## config.mk

```make
export PLATFORM = sky130hd
export DESIGN_NAME = producer2riscv
export DESIGN_NICKNAME = d
export VERILOG_FILES = /design/src/rtl/producer2riscv.sv
export SDC_FILE = /design/constraint.sdc
export NUM_CORES = 1
export LEC_CHECK = 0
export BUFFER_PORTS_ARGS = -buffer_cell sky130_fd_sc_hd__buf_2
export CORE_MARGIN = 4
export CORE_UTILIZATION = 45
export CTS_CLUSTER_DIAMETER = 100
export DETAILED_ROUTE_END_ITERATION = 12
export PLACE_DENSITY = 0.69
export SLEW_MARGIN = 5
export SYNTH_ARGS = -nofsm -noshare
export SYNTH_HDL_FRONTEND = slang
export SYNTH_SLANG_ARGS = --single-unit
```

## constraint.sdc

```tcl
create_clock -name clk -period 5.8 [get_ports clk]
set_clock_uncertainty 0.1 [all_clocks]
set_input_delay 1.16 -clock clk [delete_from_list [all_inputs] [get_ports clk]]
set_output_delay 1.16 -clock clk [all_outputs]
set_load 0.01 [all_outputs]
```

## src/rtl/producer2riscv.sv

```systemverilog
// Inbound stream port: buffers upstream words in a small FIFO and serves them to the core as a
// blocking-read data register plus a status register. Optional read timeout: PRODUCER2RISCV_TIMEOUT_EN.
module producer2riscv #(
  parameter int DATA_WIDTH     = 32,
  parameter int DEPTH_LOG2     = 2,
  parameter int TIMEOUT_CYCLES = 1024
) (
  input  logic                  clk,
  input  logic                  resetn,
  input  logic [DATA_WIDTH-1:0] din,
  input  logic                  val_in,
  output logic                  ready_upward,
  input  logic                  bus_sel,
  input  logic                  bus_reg,
  output logic                  bus_ready,
  output logic [DATA_WIDTH-1:0] bus_rdata
);

  localparam int DEPTH = 1 << DEPTH_LOG2;
  localparam logic [DEPTH_LOG2:0] FULL_COUNT = (DEPTH_LOG2 + 1)'(DEPTH);

  typedef enum logic {IDLE, ACK} state_t;

  state_t                  state, state_next;
  logic [DATA_WIDTH-1:0]   mem [DEPTH];
  logic [DEPTH_LOG2-1:0]   wr_ptr, rd_ptr;
  logic [DEPTH_LOG2:0]     count, count_next;
  logic                    empty, full, push, pop, capture;
  logic [DATA_WIDTH-1:0]   capture_data, status_word;
  logic                    timeout_flag;

  assign empty     = (count == '0);
  assign full      = (count == FULL_COUNT);
  assign push      = val_in && ready_upward;
  assign bus_ready = (state == ACK);

  always_comb begin
    status_word                     = '0;
    status_word[0]                  = !empty;
    status_word[1]                  = full;
    status_word[2]                  = timeout_flag;
    status_word[8 +: DEPTH_LOG2+1]  = count;
  end

`ifdef PRODUCER2RISCV_TIMEOUT_EN
  localparam int TW = $clog2(TIMEOUT_CYCLES + 1);
  localparam logic [TW-1:0] TIMEOUT_LAST = TW'(TIMEOUT_CYCLES - 1);
  logic [TW-1:0] timeout_count;
  logic          stall, timeout_fire, status_read;
`endif

  always_comb begin
    state_next   = state;
    pop          = 1'b0;
    capture      = 1'b0;
    capture_data = status_word;
`ifdef PRODUCER2RISCV_TIMEOUT_EN
    stall        = 1'b0;
    timeout_fire = 1'b0;
    status_read  = 1'b0;
`endif
    case (state)
      IDLE: begin
        if (bus_sel) begin
          if (bus_reg) begin
            capture    = 1'b1;
            state_next = ACK;
`ifdef PRODUCER2RISCV_TIMEOUT_EN
            status_read = 1'b1;
`endif
          end else if (!empty) begin
            capture      = 1'b1;
            capture_data = mem[rd_ptr];
            pop          = 1'b1;
            state_next   = ACK;
          end else begin
`ifdef PRODUCER2RISCV_TIMEOUT_EN
            // Give up on the stalled read; a word pushed this same cycle stays queued.
            stall = 1'b1;
            if (timeout_count == TIMEOUT_LAST) begin
              timeout_fire = 1'b1;
              capture      = 1'b1;
              capture_data = '1;
              state_next   = ACK;
            end
`endif
          end
        end
      end
      ACK:     state_next = IDLE;
      default: state_next = IDLE;
    endcase
  end

  always_comb begin
    case ({push, pop})
      2'b10:   count_next = count + 1'b1;
      2'b01:   count_next = count - 1'b1;
      default: count_next = count;
    endcase
  end

  always_ff @(posedge clk) begin
    if (!resetn) begin
      state        <= IDLE;
      wr_ptr       <= '0;
      rd_ptr       <= '0;
      count        <= '0;
      ready_upward <= 1'b0;
      bus_rdata    <= '0;
    end else begin
      state        <= state_next;
      count        <= count_next;
      ready_upward <= (count_next != FULL_COUNT);
      if (push)    wr_ptr    <= wr_ptr + 1'b1;
      if (pop)     rd_ptr    <= rd_ptr + 1'b1;
      if (capture) bus_rdata <= capture_data;
    end
  end

  always_ff @(posedge clk) begin
    if (resetn && push) mem[wr_ptr] <= din;
  end

`ifdef PRODUCER2RISCV_TIMEOUT_EN
  always_ff @(posedge clk) begin
    if (!resetn) begin
      timeout_count <= '0;
      timeout_flag  <= 1'b0;
    end else begin
      if (stall && !timeout_fire) timeout_count <= timeout_count + 1'b1;
      else                        timeout_count <= '0;
      // The status read samples the flag at this same edge, so it is seen once before clearing.
      if (timeout_fire)     timeout_flag <= 1'b1;
      else if (status_read) timeout_flag <= 1'b0;
    end
  end
`else
  assign timeout_flag = 1'b0;
`endif

endmodule

```

## Word level (Yosys, flattened, before mapping)

Memory sizes are Yosys's and may differ from the RTL's. A register that Yosys moved wholly into a read port is not among the register bits.
Cells that the tools add are included.
W data, S select, Z words.

- Register bits: 41
- Latch bits: 0
- Bits in writable memories: 128
- ROM bits: 0
- Input port bits: 37
- Output and inout bits: 34
- Word-level logic and storage cells: 37
- Memories: 1

Memory list:

| name | words | bits a word | rd ports | clocked after memory_dff | wr ports | line | source |
|---|---|---|---|---|---|---|---|
| mem | 4 | 32 | 1 | 1 | 1 | 25 | `logic [DATA_WIDTH-1:0] mem [DEPTH];` |

- Add/sub/neg operators: 4
- Multipliers: 0
- Divide/modulo/power cells: 0
- Magnitude comparators: 0
- Eq/ne operators: 4
- Shift operators: 0
- Multiplexer cells: 17
- Bitwise gates (word level): 1
- Reductions and logical operators: 4

Operators by type and width:

| kind | number |
|---|---|
| $mux W32 | 4 |
| $mux W1 | 9 |
| $pmux W3 S2 | 1 |
| $add A2 B1 Y2 const B | 2 |
| $mux W2 | 2 |
| $add A3 B1 Y3 const B | 1 |
| $eq A3 B3 Y1 const B | 1 |
| $logic_not A3 Y1 | 1 |
| $ne A3 B3 Y1 const B | 1 |
| $sub A3 B1 Y3 const B | 1 |
| $eq A2 B1 Y1 const B | 1 |
| $eq A2 B2 Y1 const B | 1 |
| $logic_and A1 B1 Y1 | 2 |
| $pmux W1 S2 | 1 |
| $logic_not A1 Y1 | 1 |
| $not A1 Y1 | 1 |

## Logic depth before layout (Yosys ltp)

Gate-level depths: netlist (run 1).

- Depth after elaboration: 8
- Depth in mapped cells: 11
- Mapped depth without buffers: 9

## Worst setup path after synthesis (run 1)

OpenSTA, ideal clock, no wires.

- Path type: input port to flip-flop
- Start point: input port bus_sel
- End point: register ready_upward
- Library setup time: 0.115 ns
- Arrival: 3.032 ns
- Data required time: 5.585 ns
- Path slack: 2.553 ns
- Cell stages on the path: 9
- Buffers on the path: 1
- Path through: nor2b_1 and3b_4 buf_2 ha_1 inv_1 fa_1 nand2b_1 mux2_2 o21a_1

- Word-level cells in the longest chain between the ends: 5
- Elaborated cells between the ends (all ways): 6
- Those cells by class: eq/ne (3); mux (3)

RTL lines:

| what | line | source |
|---|---|---|
| start: declaration | 13 | `input logic bus_sel,` |
| $mux W1 (*) | 64 | `if (bus_sel) begin` |
| $mux W1 (*) | 62 | `case (state)` |
| named net pop | 28 | `logic empty, full, push, pop, capture;` |
| $eq A2 B1 Y1 or $eq A2 B2 Y1 (tied branches) | 96 | `case ({push, pop})` |
| $pmux W3 S2 (*) | 96 |  |
| $ne A3 B3 Y1 (*) | 114 | `ready_upward <= (count_next != FULL_COUNT);` |
| end signal: assignment | 114 |  |
| end: declaration | 12 | `output logic ready_upward,` |

Mark *: on every way through the listed nets, which the timed path passes. The rest lies on a longest branch.
A chain may end at the register's enable or synchronous reset.

## Worst setup path after layout (run 1)

- Start point: input port bus_sel
- End point: register ready_upward

- Word-level cells in the longest chain between the ends: 5
- Elaborated cells between the ends (all ways): 6
- Those cells by class: eq/ne (3); mux (3)

RTL lines:

| what | line |
|---|---|
| $mux W1 (*) | 64 |
| $mux W1 (*) | 62 |
| $eq A2 B1 Y1 or $eq A2 B2 Y1 (tied branches) | 96 |
| $pmux W3 S2 (*) | 96 |
| $ne A3 B3 Y1 (*) | 114 |

Every way passes the cells marked *; elsewhere a longest branch is shown, timed or not.

==> results of run 1 <==
[stage by stage]
stage	instance area [µm²]	util, %	power [mW]	instances	hold WS [ns]
finish	7440	53.8	2.73	606	0.370
global route	7440	53.8	2.84	606	0.394
CTS	7440	53.8	2.76	606	0.371
detailed placement	6820	49.3	1.60	574	0.362
global placement	6820	49.3	1.59	574	0.356
floorplan	6330	-	1.54	341	0.369
[logic make-up after synthesis]
kind of cell,synth area share [%]
buffers and inverters,2.06
AO/OA/AOI/OAI,5.54
XOR/XNOR,0.969
multiplexers,11.6
AND/OR/NAND/NOR,4.23
adder cells (fa/ha/maj),1.30
flip-flops,74.3
[power by group through the flow]
stage | clock network, mW | registers (mW) | logic (mW)
detailed placement | 0 | 1.40 | 0.202
finish | 1.16 | 1.37 | 0.200
floorplan | 0 | 1.40 | 0.142
CTS | 1.18 | 1.37 | 0.203
global placement | 0 | 1.40 | 0.196
global route | 1.24 | 1.37 | 0.221
[flip-flops by register name (all words and copies together), names as in the netlist, named ones only]
signal	cells
ready_upward	1
count	3
bus_ready	1
wr_ptr	2
rd_ptr	2
bus_rdata	32
mem	128
[critical path, cell delays in order]
cell and delay (ns):
buf_2 0.12, nor2b_1 0.44, and3b_4 0.65, ha_1 0.29
inv_1 0.06, fa_1 0.47, nand2b_1 0.06, mux2_2 0.27
o21a_1 0.16
[final cells by class]
| cell class | instances | area share (%) |
|---|---|---|
| Clock buffer | 20 | 6.14 |
| Clock inverter | 12 | 2.22 |
| Inverter | 6 | 0.303 |
| Multi-Input combinational cell | 146 | 20.2 |
| Sequential cell | 171 | 63.3 |
| Tap cell | 180 | 3.03 |
| Timing Repair Buffer | 71 | 4.81 |
[per-layer routing]
metal,vias up,part of all wire (%)
met5,-,0.059
li1,1482,-
met3,17,5.2
met4,2,1.4
met1,1681,43
met2,83,50
[synth_stat cells (all sizes together)]
master and count:
nand2 4, mux2 1, dfxtp 43, a31oi 1, and3b 1, o21a 2
and3 1, xnor2 5, clkbuf 6, and4b 1, o21ai 5, inv 6
or3 1, buf 12, a22oi 27, nand2b 1, nor2b 1, nand3 2
edfxtp 128, fa 1, nor2 36, ha 5, mux4 32, a21oi 8
and2 4, nand4b 4, xor2 2, o211ai 1
[final timing paths]
| path | from | endpoint | slack [ns] | cells past startpoint |
|---|---|---|---|---|
| setup reg to reg | count[0] | ready_upward | 2.90 | 8 |
| hold / removal | bus_rdata[0] | bus_rdata[0] | 0.37 | 2 |
| hold reg to reg | bus_rdata[0] | bus_rdata[0] | 0.37 | 2 |
| setup / recovery | bus_sel | ready_upward | 2.32 | 9 |
==> reports/results.tsv, run 1 <==
metric	value	unit
status	finished, final reports clean	
worst path arrival time	3.70	ns
placed wire-length estimate	6630	µm
Max clock buf depth	2	
setup_tns	0	ns
Pre-Repair DR Iteration Count	4	
Crit. End Element	register	
Initial Utilization	45.8	%
vias per std cell	5.39	
nets@finish	456	
most frequent cells in the layout	edfxtp_1, buf_2, dfxtp_1, nor2_1, mux4_2	
Placer Congestion	0.788	
Mapped Area	6330	µm²
die area	16000	µm²
TritonCTS Buffers	17	
Clock power frac	42.5	%
sequential fraction of the synthesis area	74.3	%
Post-CTS Hold Buffers	0	
Int Power	2.14	mW
gr usage total	15.8	%
Max Clk Rate	287	MHz
DRT iter0 DRCs	233	
Syn Nets	384	
routed vias	3265	
RSZ-0062 raised after global routing	no	
synth top area cells	edfxtp_1, dfxtp_1, mux4_2	
fin. max-slew vios	0	
crit path kind	input port to register	
# setup viols final	0	
Gates resized, CTS repair	0	
clock-pin transition on the worst setup and hold timing paths	0.06	ns
max cap viols	0	
chip width	127	µm
Tmin final	3.48	ns
routed length per placed instance	19.6	µm
Psw	0.594	mW
initial antenna violation count	1	
top-area cell type share of the netlist area	60.7	%
gr busiest metal	met2	
Final Hold Fails	0	
Comb pwr share	7.3	%
P_leak	2.54	nW
Gate Count Post-Synth	341	
first-pass GRT wire length	18800	µm
Sw Share	21.7	%
gr ovfl total	0	
Clock Sinks	171	
Synth area leader	edfxtp_1	
Syn Area/Cell	18.6	µm²
multi-input logic area	1510	µm²
Worst Path Required	6.02	ns
Reg area	4710	µm²
worst-margin pin slew	1.15	ns
grt met1 use	20.3	%
io pins	71	
Core ar.	13800	µm²
crit start category	input port	
Final period util	60.0	%
Seq cells post-synth	171	
PD cells	367	nW/µm²
# Post-CTS Setup Buffers	0	
CTS H-tree lvls	4	
Final WS setup	2.32	ns
vias in the first global route	3407	
Layout area overhead	17.6	%
PortBufs	70	
number of fill cells	1079	
GRT met3 Usage	5.52	%
Root Driver	clkbuf_16	
most common cell after layout, fill and taps aside	edfxtp_1	
Worst slew margin	22.7	%
Worst VDD drop	0.000326	V
sequential power share	50.2	%
pin count of the biggest net entering global routing	38	
Die H	127	µm
Detail Route Antenna Nets	0	
maximum fanout along the worst path	29	
Post-Place Worst Slack	1.90	ns
DRC	0	
Detailed Route WL	11900	µm
met2 Resource Use GR	25.3	%
clk_lat worst skew	0.42	ns
Cell variety after synth	34	
Antenna Cells	0	
Tightest Hold Check Type	register to register	
Yosys Warn Count	0	
share of layout cells above drive strength 1	36.2	%
CTS tree	done	
number of placement rows	43	
No activity file was read; power rests on OpenSTA's default activity.
==> run 2: changes to the inputs <==
--- a/config.mk
+++ b/config.mk
@@ -10,7 +10,7 @@
 export CORE_UTILIZATION = 45
 export CTS_CLUSTER_DIAMETER = 100
 export DETAILED_ROUTE_END_ITERATION = 12
-export PLACE_DENSITY = 0.69
+export PLACE_DENSITY = 0.71
 export SLEW_MARGIN = 5
 export SYNTH_ARGS = -nofsm -noshare
 export SYNTH_HDL_FRONTEND = slang
==> constraint.sdc (replaced) <==
create_clock -name clk -period 2.9 [get_ports clk]
set_clock_uncertainty 0.1 [all_clocks]
set_input_delay 0.58 -clock clk [delete_from_list [all_inputs] [get_ports clk]]
set_output_delay 0.58 -clock clk [all_outputs]
set_load 0.01 [all_outputs]
==> run 2 against run 1 <==
Compared with the run above:
- clock-buffer cell count unchanged
- design area grew 0.79%
- total power grew 92%
- clock power up 78%
- critical path depth decreased by 1
- non-clock buffer count is 9 higher
- combinational power increased by 110%
- worst hold slack lost 0.11 ns
- routed wire length is 4.2% higher
- utilization up 0.43 points
- register-to-register slack worse by 2.4 ns
- critical path type is now register to register
- critical endpoint unchanged
==> reports/results.tsv, run 2 (synthesis gave the netlist of run 1 again) <==
metric	value	unit
status	finished, final reports clean	
gr ovfl total	0	
worst path arrival time	2.66	ns
PortBufs	70	
PD cells	698	nW/µm²
max layer used	met4	
delay of the slowest critical-path stage	0.48	ns
CP cell instances	or3_1 -> and3b_4 -> ha_1 -> inv_1 -> fa_1 -> nand2b_1 -> mux2_2 -> o21a_1	
routed vias	3325	
max FFs per register	128	
Final Hold Fails	0	
Post-Place Worst Slack	0.364	ns
crit path kind	register to register	
nets@finish	465	
routed length per placed instance	20.1	µm
clk_lat worst skew	0.43	ns
crit-path leading delay family	simple AND/OR/NAND/NOR gates	
Biggest register	mem	
Detailed Route WL	12400	µm
Gates resized, CTS repair	0	
Max Clk Rate	411	MHz
setup_tns	0	ns
# Post-CTS Setup Buffers	0	
worst-margin pin slew	0.645	ns
Placer Congestion	0.767	
multi-input logic area	1510	µm²
Final WS setup	0.466	ns
first-pass GRT wire length	19600	µm
TritonCTS Buffers	17	
number of placement rows	43	
Worst Path Required	3.13	ns
Initial Utilization	45.8	%
Reg2Reg Setup Slack	0.47	ns
Regs by FF count	mem x128, bus_rdata x32, count x3	
Crit. End Element	register	
Antenna Cells	0	
DRC	0	
Core ar.	13800	µm²
WL met1	4990	µm
Final period util	83.9	%
Detail Route Antenna Nets	0	
Layout area overhead	18.5	%
share of layout cells above drive strength 1	36.8	%
Post-CTS Hold Buffers	0	
crit start category	register	
pin count of the biggest net entering global routing	37	
die area	16000	µm²
Root Driver	clkbuf_16	
Worst slew margin	56.9	%
vias per std cell	5.41	
Clock Sinks	171	
vias in the first global route	3514	
Met2 Wirelength	6440	µm
maximum fanout along the worst path	9	
RSZ-0062 raised after global routing	no	
met3 WL	728	µm
CTS tree	done	
gr usage total	16.5	%
placed wire-length estimate	7640	µm
DRT iter0 DRCs	276	
Bufs and invs on worst path	1	
Tmin final	2.43	ns
most frequent cells in the layout	edfxtp_1, buf_2, dfxtp_1, nor2_1, mux4_2	
CTS H-tree lvls	4	
# setup viols final	0	
io pins	71	
most common cell after layout, fill and taps aside	edfxtp_1	
P_leak	2.58	nW
chip width	127	µm
fin. max-slew vios	0	
max cap viols	0	
Reg area	4710	µm²
slowest CP cell	fa_1	
Max clock buf depth	2	
Worst VDD drop	0.000679	V
clock-pin transition on the worst setup and hold timing paths	0.07	ns
initial antenna violation count	0	
Die H	127	µm
number of fill cells	1089	
Tightest Hold Check Type	input port to register	
Pre-Repair DR Iteration Count	4	
## run 2: final timing paths
path / from / cells past startpoint / end
worst max register to register: count[0] / 8 / ready_upward
worst min-delay path: din[30] / 1 / mem[3][30]
worst max-delay path: count[0] / 8 / ready_upward
worst min register to register: bus_rdata[0] / 2 / bus_rdata[0]
## run 2: cell type report
| type | instances | share of cell area [%] |
|---|---|---|
| flip-flops and latches | 171 | 62.8 |
| multi-input cells | 146 | 20.1 |
| repair buffers | 80 | 6.67 |
| clock buffers | 20 | 5.82 |
| well taps | 180 | 3.00 |
| clock inverters | 12 | 1.35 |
| inverters | 6 | 0.300 |
## run 2: per-layer routing
layer  track usage [%]  vias up
met5                 0        -
met4              7.32        0
met3              4.21       19
met2              27.5      103
met1              20.4     1695
li1                  -     1508
## run 2: worst register-to-register path, stage by stage (launching register included)
cell,delay (ns)
dfxtp_1,0.43
or3_1,0.34
and3b_4,0.25
ha_1,0.18
inv_1,0.07
fa_1,0.48
nand2b_1,0.07
mux2_2,0.26
o21a_1,0.16
## run 2: through the flow
step           instances  hold WS, ns  total power [mW]  util (%)  cell area (µm²)
2_1_floorplan        341        0.369              3.07         -             6330
3_3_place_gp         583        0.348              3.21      50.3             6960
3_5_place_dp         583        0.357              3.23      50.3             6960
4_1_cts              615        0.249              5.28      54.2             7500
5_1_grt              615        0.252              5.43      54.2             7500
6_report             615        0.260              5.24      54.2             7500
## run 2: where the power goes
group | switching (mW) | internal [mW]
Combinational | 0.237 | 0.192
Sequential | 0.0429 | 2.70
Clock | 0.894 | 1.17
